[config.mk]
export PLATFORM = sky130hd
export DESIGN_NAME = counter_scheduler
export DESIGN_NICKNAME = d
export VERILOG_FILES = /design/src/rtl/counter_scheduler.sv
export SDC_FILE = /design/constraint.sdc
export NUM_CORES = 1
export LEC_CHECK = 0
export ABC_AREA = 0
export CORE_MARGIN = 4
export CORE_UTILIZATION = 40
export CTS_CLUSTER_DIAMETER = 30
export DETAILED_ROUTE_END_ITERATION = 7
export GPL_TIMING_DRIVEN = 0
export PLACE_DENSITY = 0.85
export SYNTH_ARGS = -nofsm -noshare
export SYNTH_HDL_FRONTEND = slang
export SYNTH_SLANG_ARGS = --single-unit
[constraint.sdc]
create_clock -name clk -period 1.71 [get_ports clk]
set_input_delay 0.2565 -clock clk [delete_from_list [all_inputs] [get_ports clk]]
set_output_delay 0.2565 -clock clk [all_outputs]
set_load 0.02 [all_outputs]
[src/rtl/counter_scheduler.sv]
// -----------------------------------------------------------------------------
// counter_scheduler
//
// Round-robin scheduler that time-shares one max-count counter between NREQ
// timer clients. A client raises req[i] with a length in len[i]; when granted,
// the scheduler enables the shared counter with max = len[i]. It waits for the
// counter's carry-out and then returns a one-cycle done[i] pulse. The enable
// is high for exactly len+1 cycles.
//
// Ports
//   clk      in   clock
//   rst_n    in   synchronous active-low reset (also resets the shared counter)
//   req      in   NREQ    level request per client, held until its done
//   len      in   NREQ*DW packed lengths, client i at [i*DW +: DW]
//   grant    out  NREQ    one-hot current owner, zero when idle
//   gidx     out  IW      index of current owner, zero when idle
//   done     out  NREQ    one-hot one-cycle completion pulse
//   busy     out  1       high while running or signalling done
//   cnt_en   out  1       shared counter enable
//   cnt_max  out  DW      shared counter terminal value
//   cnt_co   in   1       shared counter carry-out (en & cnt == max)
// -----------------------------------------------------------------------------
module counter_scheduler #(
  parameter int NREQ = 4,
  parameter int DW   = 8,
  parameter int IW   = $clog2(NREQ)
) (
  input  logic               clk,
  input  logic               rst_n,
  input  logic [NREQ-1:0]    req,
  input  logic [NREQ*DW-1:0] len,
  output logic [NREQ-1:0]    grant,
  output logic [IW-1:0]      gidx,
  output logic [NREQ-1:0]    done,
  output logic               busy,
  output logic               cnt_en,
  output logic [DW-1:0]      cnt_max,
  input  logic               cnt_co
);

  typedef enum logic [1:0] {
    IDLE = 2'd0,
    RUN  = 2'd1,
    DONE = 2'd2
  } state_t;

  state_t        state;
  logic [IW-1:0] ptr;     // highest-priority requester for the next arbitration

  logic          found;
  logic [IW-1:0] winner;

  // First set request searching upward from ptr with wrap-around. The loop
  // runs from the far end back toward ptr so the closest hit is written last.
  always_comb begin
    int j;
    // NOTE: every variable assigned in always_comb gets a default first, so no
    // path can leave it holding its old value and infer a latch.
    found  = 1'b0;
    winner = '0;
    j      = 0;
    for (int i = NREQ - 1; i >= 0; i--) begin
      j = int'(ptr) + i;
      if (j >= NREQ) j = j - NREQ;
      if (req[j]) begin
        found  = 1'b1;
        winner = IW'(j);
      end
    end
  end

  // Single registered FSM; every output is a flop.
  always_ff @(posedge clk) begin
    if (!rst_n) begin
      // NOTE: sequential state uses non-blocking assignments only, so every
      // flop samples pre-edge values regardless of statement order.
      state   <= IDLE;
      ptr     <= '0;
      grant   <= '0;
      gidx    <= '0;
      done    <= '0;
      busy    <= 1'b0;
      cnt_en  <= 1'b0;
      cnt_max <= '0;
    end else begin
      case (state)
        IDLE: begin
          if (found) begin
            state   <= RUN;
            grant   <= NREQ'(1) << winner;
            gidx    <= winner;
            cnt_max <= len[int'(winner)*DW +: DW];
            cnt_en  <= 1'b1;
            busy    <= 1'b1;
          end
        end

        RUN: begin
          // grant, gidx and cnt_max stay latched; later len changes are ignored.
          if (cnt_co) begin
            state   <= DONE;
            done    <= grant;
            grant   <= '0;
            gidx    <= '0;
            cnt_max <= '0;
            cnt_en  <= 1'b0;
            // The finished owner drops to lowest priority.
            ptr     <= (gidx == IW'(NREQ - 1)) ? '0 : gidx + 1'b1;
          end
        end

        DONE: begin
          // req is not sampled here; arbitration resumes from IDLE.
          state <= IDLE;
          done  <= '0;
          busy  <= 1'b0;
        end

        default: begin
          state   <= IDLE;
          grant   <= '0;
          gidx    <= '0;
          done    <= '0;
          busy    <= 1'b0;
          cnt_en  <= 1'b0;
          cnt_max <= '0;
        end
      endcase
    end
  end

endmodule

==> reports/metrics.json <==
{
  "result_of_the_run": {"value": "completed"},
  "crit_fanout": {"value": 4},
  "timing.critical_path.arrival": {"value": 1.36, "unit": "ns"},
  "syn_area": {"value": 1290, "unit": "um^2"},
  "clock.fmax": {"value": 620, "unit": "MHz"},
  "grt_max_degree": {"value": 15},
  "min-delay-start": {"value": "req[2]"},
  "timing.max_cap.violations": {"value": 0},
  "cts_buffers": {"value": 3},
  "hold-path-cell-count": {"value": 3},
  "slew_worst_pin": {"value": 0.346, "unit": "ns"},
  "final-setup-viol-count": {"value": 0},
  "number_of_remaining_drc_errors": {"value": 0},
  "hold_path_class": {"value": "input pin to flop"},
  "hold_violations": {"value": 0},
  "ys_seq_area_share": {"value": 37.1, "unit": "%"},
  "h-tree-depth": {"value": 1},
  "worst_ep_required_time": {"value": 1.45, "unit": "ns"},
  "timing.critical_path.from_type": {"value": "flop"},
  "worst_clock_skew": {"value": 0.00994, "unit": "ns"},
  "period_needed": {"value": 1.61, "unit": "ns"},
  "power.density_cell_area": {"value": 715, "unit": "nW/um^2"},
  "place_ws": {"value": -0.533, "unit": "ns"},
  "remaining_number_of_nets_flagged_by_the_antenna_check_after_routing": {"value": 0},
  "worst_slack": {"value": 0.0970, "unit": "ns"},
  "dieWidth": {"value": 64.9, "unit": "um"},
  "path_clk_slew": {"value": 0.13, "unit": "ns"},
  "grt_setup_unrepaired": {"value": "no"},
  "timing.critical_path.buf_inv": {"value": 1},
  "multi_input_combinational_cell_area": {"value": 830, "unit": "um^2"},
  "syn-instance-count": {"value": 149},
  "drt_first_pass_iters": {"value": 4},
  "grt_util_all_layers": {"value": 18.4, "unit": "%"},
  "rr_worst_depth": {"value": 6},
  "initial_antenna_violation_count": {"value": 0},
  "holdBufCountCts": {"value": 0},
  "worstSkewPairLatency": {"value": 0.33, "unit": "ns"},
  "drt_iter0_drc": {"value": 58},
  "post_synth_num_cell_types": {"value": 35},
  "placement_rows": {"value": 20},
  "numnets_final": {"value": 259},
  "fraction_of_final_layout_cells_sized_beyond_drive_strength_1": {"value": 15.1, "unit": "%"},
  "destination_of_the_worst_hold_path": {"value": "state[0]"},
  "root_buffer": {"value": "clkbuf_4"},
  "cts_tree": {"value": "done"},
  "hpwlAfterDp": {"value": 2580, "unit": "um"},
  "gp_congestion": {"value": 0.799},
  "detailroute.via_count": {"value": 1345},
  "endpoint_class_of_the_critical_path": {"value": "primary output"},
  "critical_path.max_stage_delay": {"value": 0.63, "unit": "ns"},
  "worst_slew_margin_rel": {"value": 76.9, "unit": "%"},
  "yosysWarnings": {"value": 0},
  "crit-reg2reg-capture": {"value": "cnt_max[0]"},
  "numPortBuffers": {"value": 58},
  "timing.critical_path.cells": {"value": "clkdlybuf4s50_1"},
  "io_pins": {"value": 59},
  "design_power_total": {"value": 1.51, "unit": "mW"},
  "floorplan.initialDensity": {"value": 42.0, "unit": "%"},
  "grt_first_pass_wirelength": {"value": 6080, "unit": "um"},
  "final_min_period_over_clock_period": {"value": 94.3, "unit": "%"},
  "grt.overflow.total": {"value": 0},
  "cp-startpoint": {"value": "gidx[0]"},
  "cp_slowest_cell": {"value": "clkdlybuf4s50_1"},
  "core_area": {"value": 3080, "unit": "um^2"},
  "filler_cell_count": {"value": 249},
  "avgSynthCellArea": {"value": 8.68, "unit": "um^2"},
  "route.final.wire_length": {"value": 3690, "unit": "um"},
  "die_height": {"value": 64.9, "unit": "um"},
  "cts_buffer_depth": {"value": 2},
  "static-leakage-power": {"value": 0.836, "unit": "nW"},
  "avgRoutedWirePerCell": {"value": 14.1, "unit": "um"},
  "vdd_drop_max": {"value": 0.355, "unit": "mV"},
  "first_global_vias": {"value": 1284},
  "dieArea": {"value": 4210, "unit": "um^2"},
  "timing.critical_path.max_delay_family": {"value": "buffers and inverters"},
  "ys_seq_elements": {"value": 24},
  "area.growth.synth_to_final": {"value": 63.7, "unit": "%"},
  "drv_slew": {"value": 0},
  "fin_worst_hold_slack": {"value": 0.339, "unit": "ns"},
  "antenna-diode-count": {"value": 0},
  "layout.area.seq": {"value": 482, "unit": "um^2"},
  "detail_route.vias_per_cell": {"value": 5.13},
  "synth_fp_nets": {"value": 189},
  "timing.setup.critical_path_class": {"value": "flop to primary output"},
  "tritoncts_num_sinks": {"value": 24},
  "worst_reg2reg_startpoint": {"value": "ptr[0]"},
  "setup.reg_to_reg.worst_slack": {"value": 0.11, "unit": "ns"}
}
[worst max-delay path by stage]
stage | endpoint | slack, ns | cells past startpoint
2_1_floorplan | cnt_max[0] | 0.24 | 5
3_3_place_gp | cnt_max[0] | -0.48 | 7
3_5_place_dp | cnt_max[0] | -0.53 | 7
4_1_cts | cnt_max[0] | 0.001 | 8
5_1_grt | cnt_max[0] | 0.01 | 6
6_report | gidx[0] | 0.1 | 1
[cell usage in the layout, fill, tap and decap left out, types with 2 or more instances in the layout]
cell type	synthesis	layout
clkdlybuf4s50_1	0	54
dfxtp_1	24	23
nand2_1	17	17
nand3_1	13	12
mux2i_1	8	8
nor3b_1	8	8
o21a_1	8	8
o211ai_1	8	8
o21ai_0	8	8
buf_4	2	7
and2_1	5	5
a21oi_1	5	5
a21boi_0	5	5
nand2b_1	4	4
o21ai_1	5	4
clkbuf_4	0	4
dlymetal6s2s_1	0	4
nor2b_4	0	3
nor2_1	3	3
clkbuf_2	1	2
inv_1	2	2
o21ai_2	1	2
nor2_4	0	2
nor4b_4	2	2
buf_6	1	2
[flip-flops by register name (all words and copies together), names as in the netlist]
| signal | count |
|---|---|
| busy | 1 |
| ptr | 2 |
| state | 2 |
| done | 4 |
| grant | 4 |
| cnt_max | 8 |
| cnt_en | 1 |
| gidx | 2 |
[per-layer routing]
metal  routed length, um  global-route usage (%)
met5                   0                       0
met1                1590                    24.5
met2                1790                    28.5
met4                  47                    6.60
met3                 252                    5.03
[tightest hold or removal path, delay by kind of cell]
family	cells	cell delay, ns
simple gates	1	0.07
compound gates	1	0.13
buf+inv	1	0.18
[Yosys cell counts (all sizes together)]
master  count  area (um^2)
dfxtp      24          480
nand2      17         63.8
o21ai      14         73.8
nand3      13         65.1
mux2i       8         80.1
nor3b       8         60.1
o211ai      8         60.1
o21a        8         60.1
a21boi      6         45.1
a21oi       5         25.0
and2        5         31.3
nor2        5         23.8
buf         4         31.3
nand2b      4         25.0
clkbuf      3         12.5
nor2b       3         18.8
inv         2         7.51
nor4b       2         47.6
o31ai       2         20.0
a211o       1         8.76
and3        1         6.26
ha          1         12.5
nor3        1         5.00
nor4        1         6.26
o2111a      1         11.3
or2         1         6.26
or3         1         6.26
[repair_timing]
item / CTS / global route
endpoints found under the setup margin: 13 / 12
cloned: 0 / 1
gates resized for setup: 5 / 19
setup buffers: 5 / 1
pin swaps: 2 / 1
[layout make-up]
class                      instances  area share [%]
tap                               44            2.60
timing repair buffer              65            30.4
multi-input combinational        116            39.2
clock inverter                     1            1.42
inverter                           2           0.354
buffer                             7            2.30
sequential                        24            22.7
clock buffer                       3            1.06
[power by group]
part | switching [mW] | total, mW | internal, mW
registers | 0.0297 | 0.633 | 0.603
logic | 0.213 | 0.463 | 0.250
clock network | 0.182 | 0.419 | 0.237
total | 0.424 | 1.51 | 1.09
[kinds of logic (layout without fill, tap and decap cells)]
kind of cell / after synthesis / after routing / synth area share, %
adder cells (fa/ha/maj): 1 / 1 / 0.967
buffers and inverters: 9 / 78 / 3.96
flip-flops: 24 / 24 / 37.1
AO/OA/AOI/OAI: 45 / 45 / 23.5
AND/OR/NAND/NOR: 62 / 62 / 28.2
multiplexers: 8 / 8 / 6.19
[stage by stage]
step	setup TNS, ns	cell area [um^2]	instances	util [%]
2_1_floorplan	0	1290	149	-
4_1_cts	0	2040	260	66.3
6_report	0	2120	262	68.8
3_5_place_dp	-6.08	1930	251	62.7
5_1_grt	0	2120	262	68.8
3_3_place_gp	-5.95	1930	251	62.7
Power figures use the tool's default switching activity.
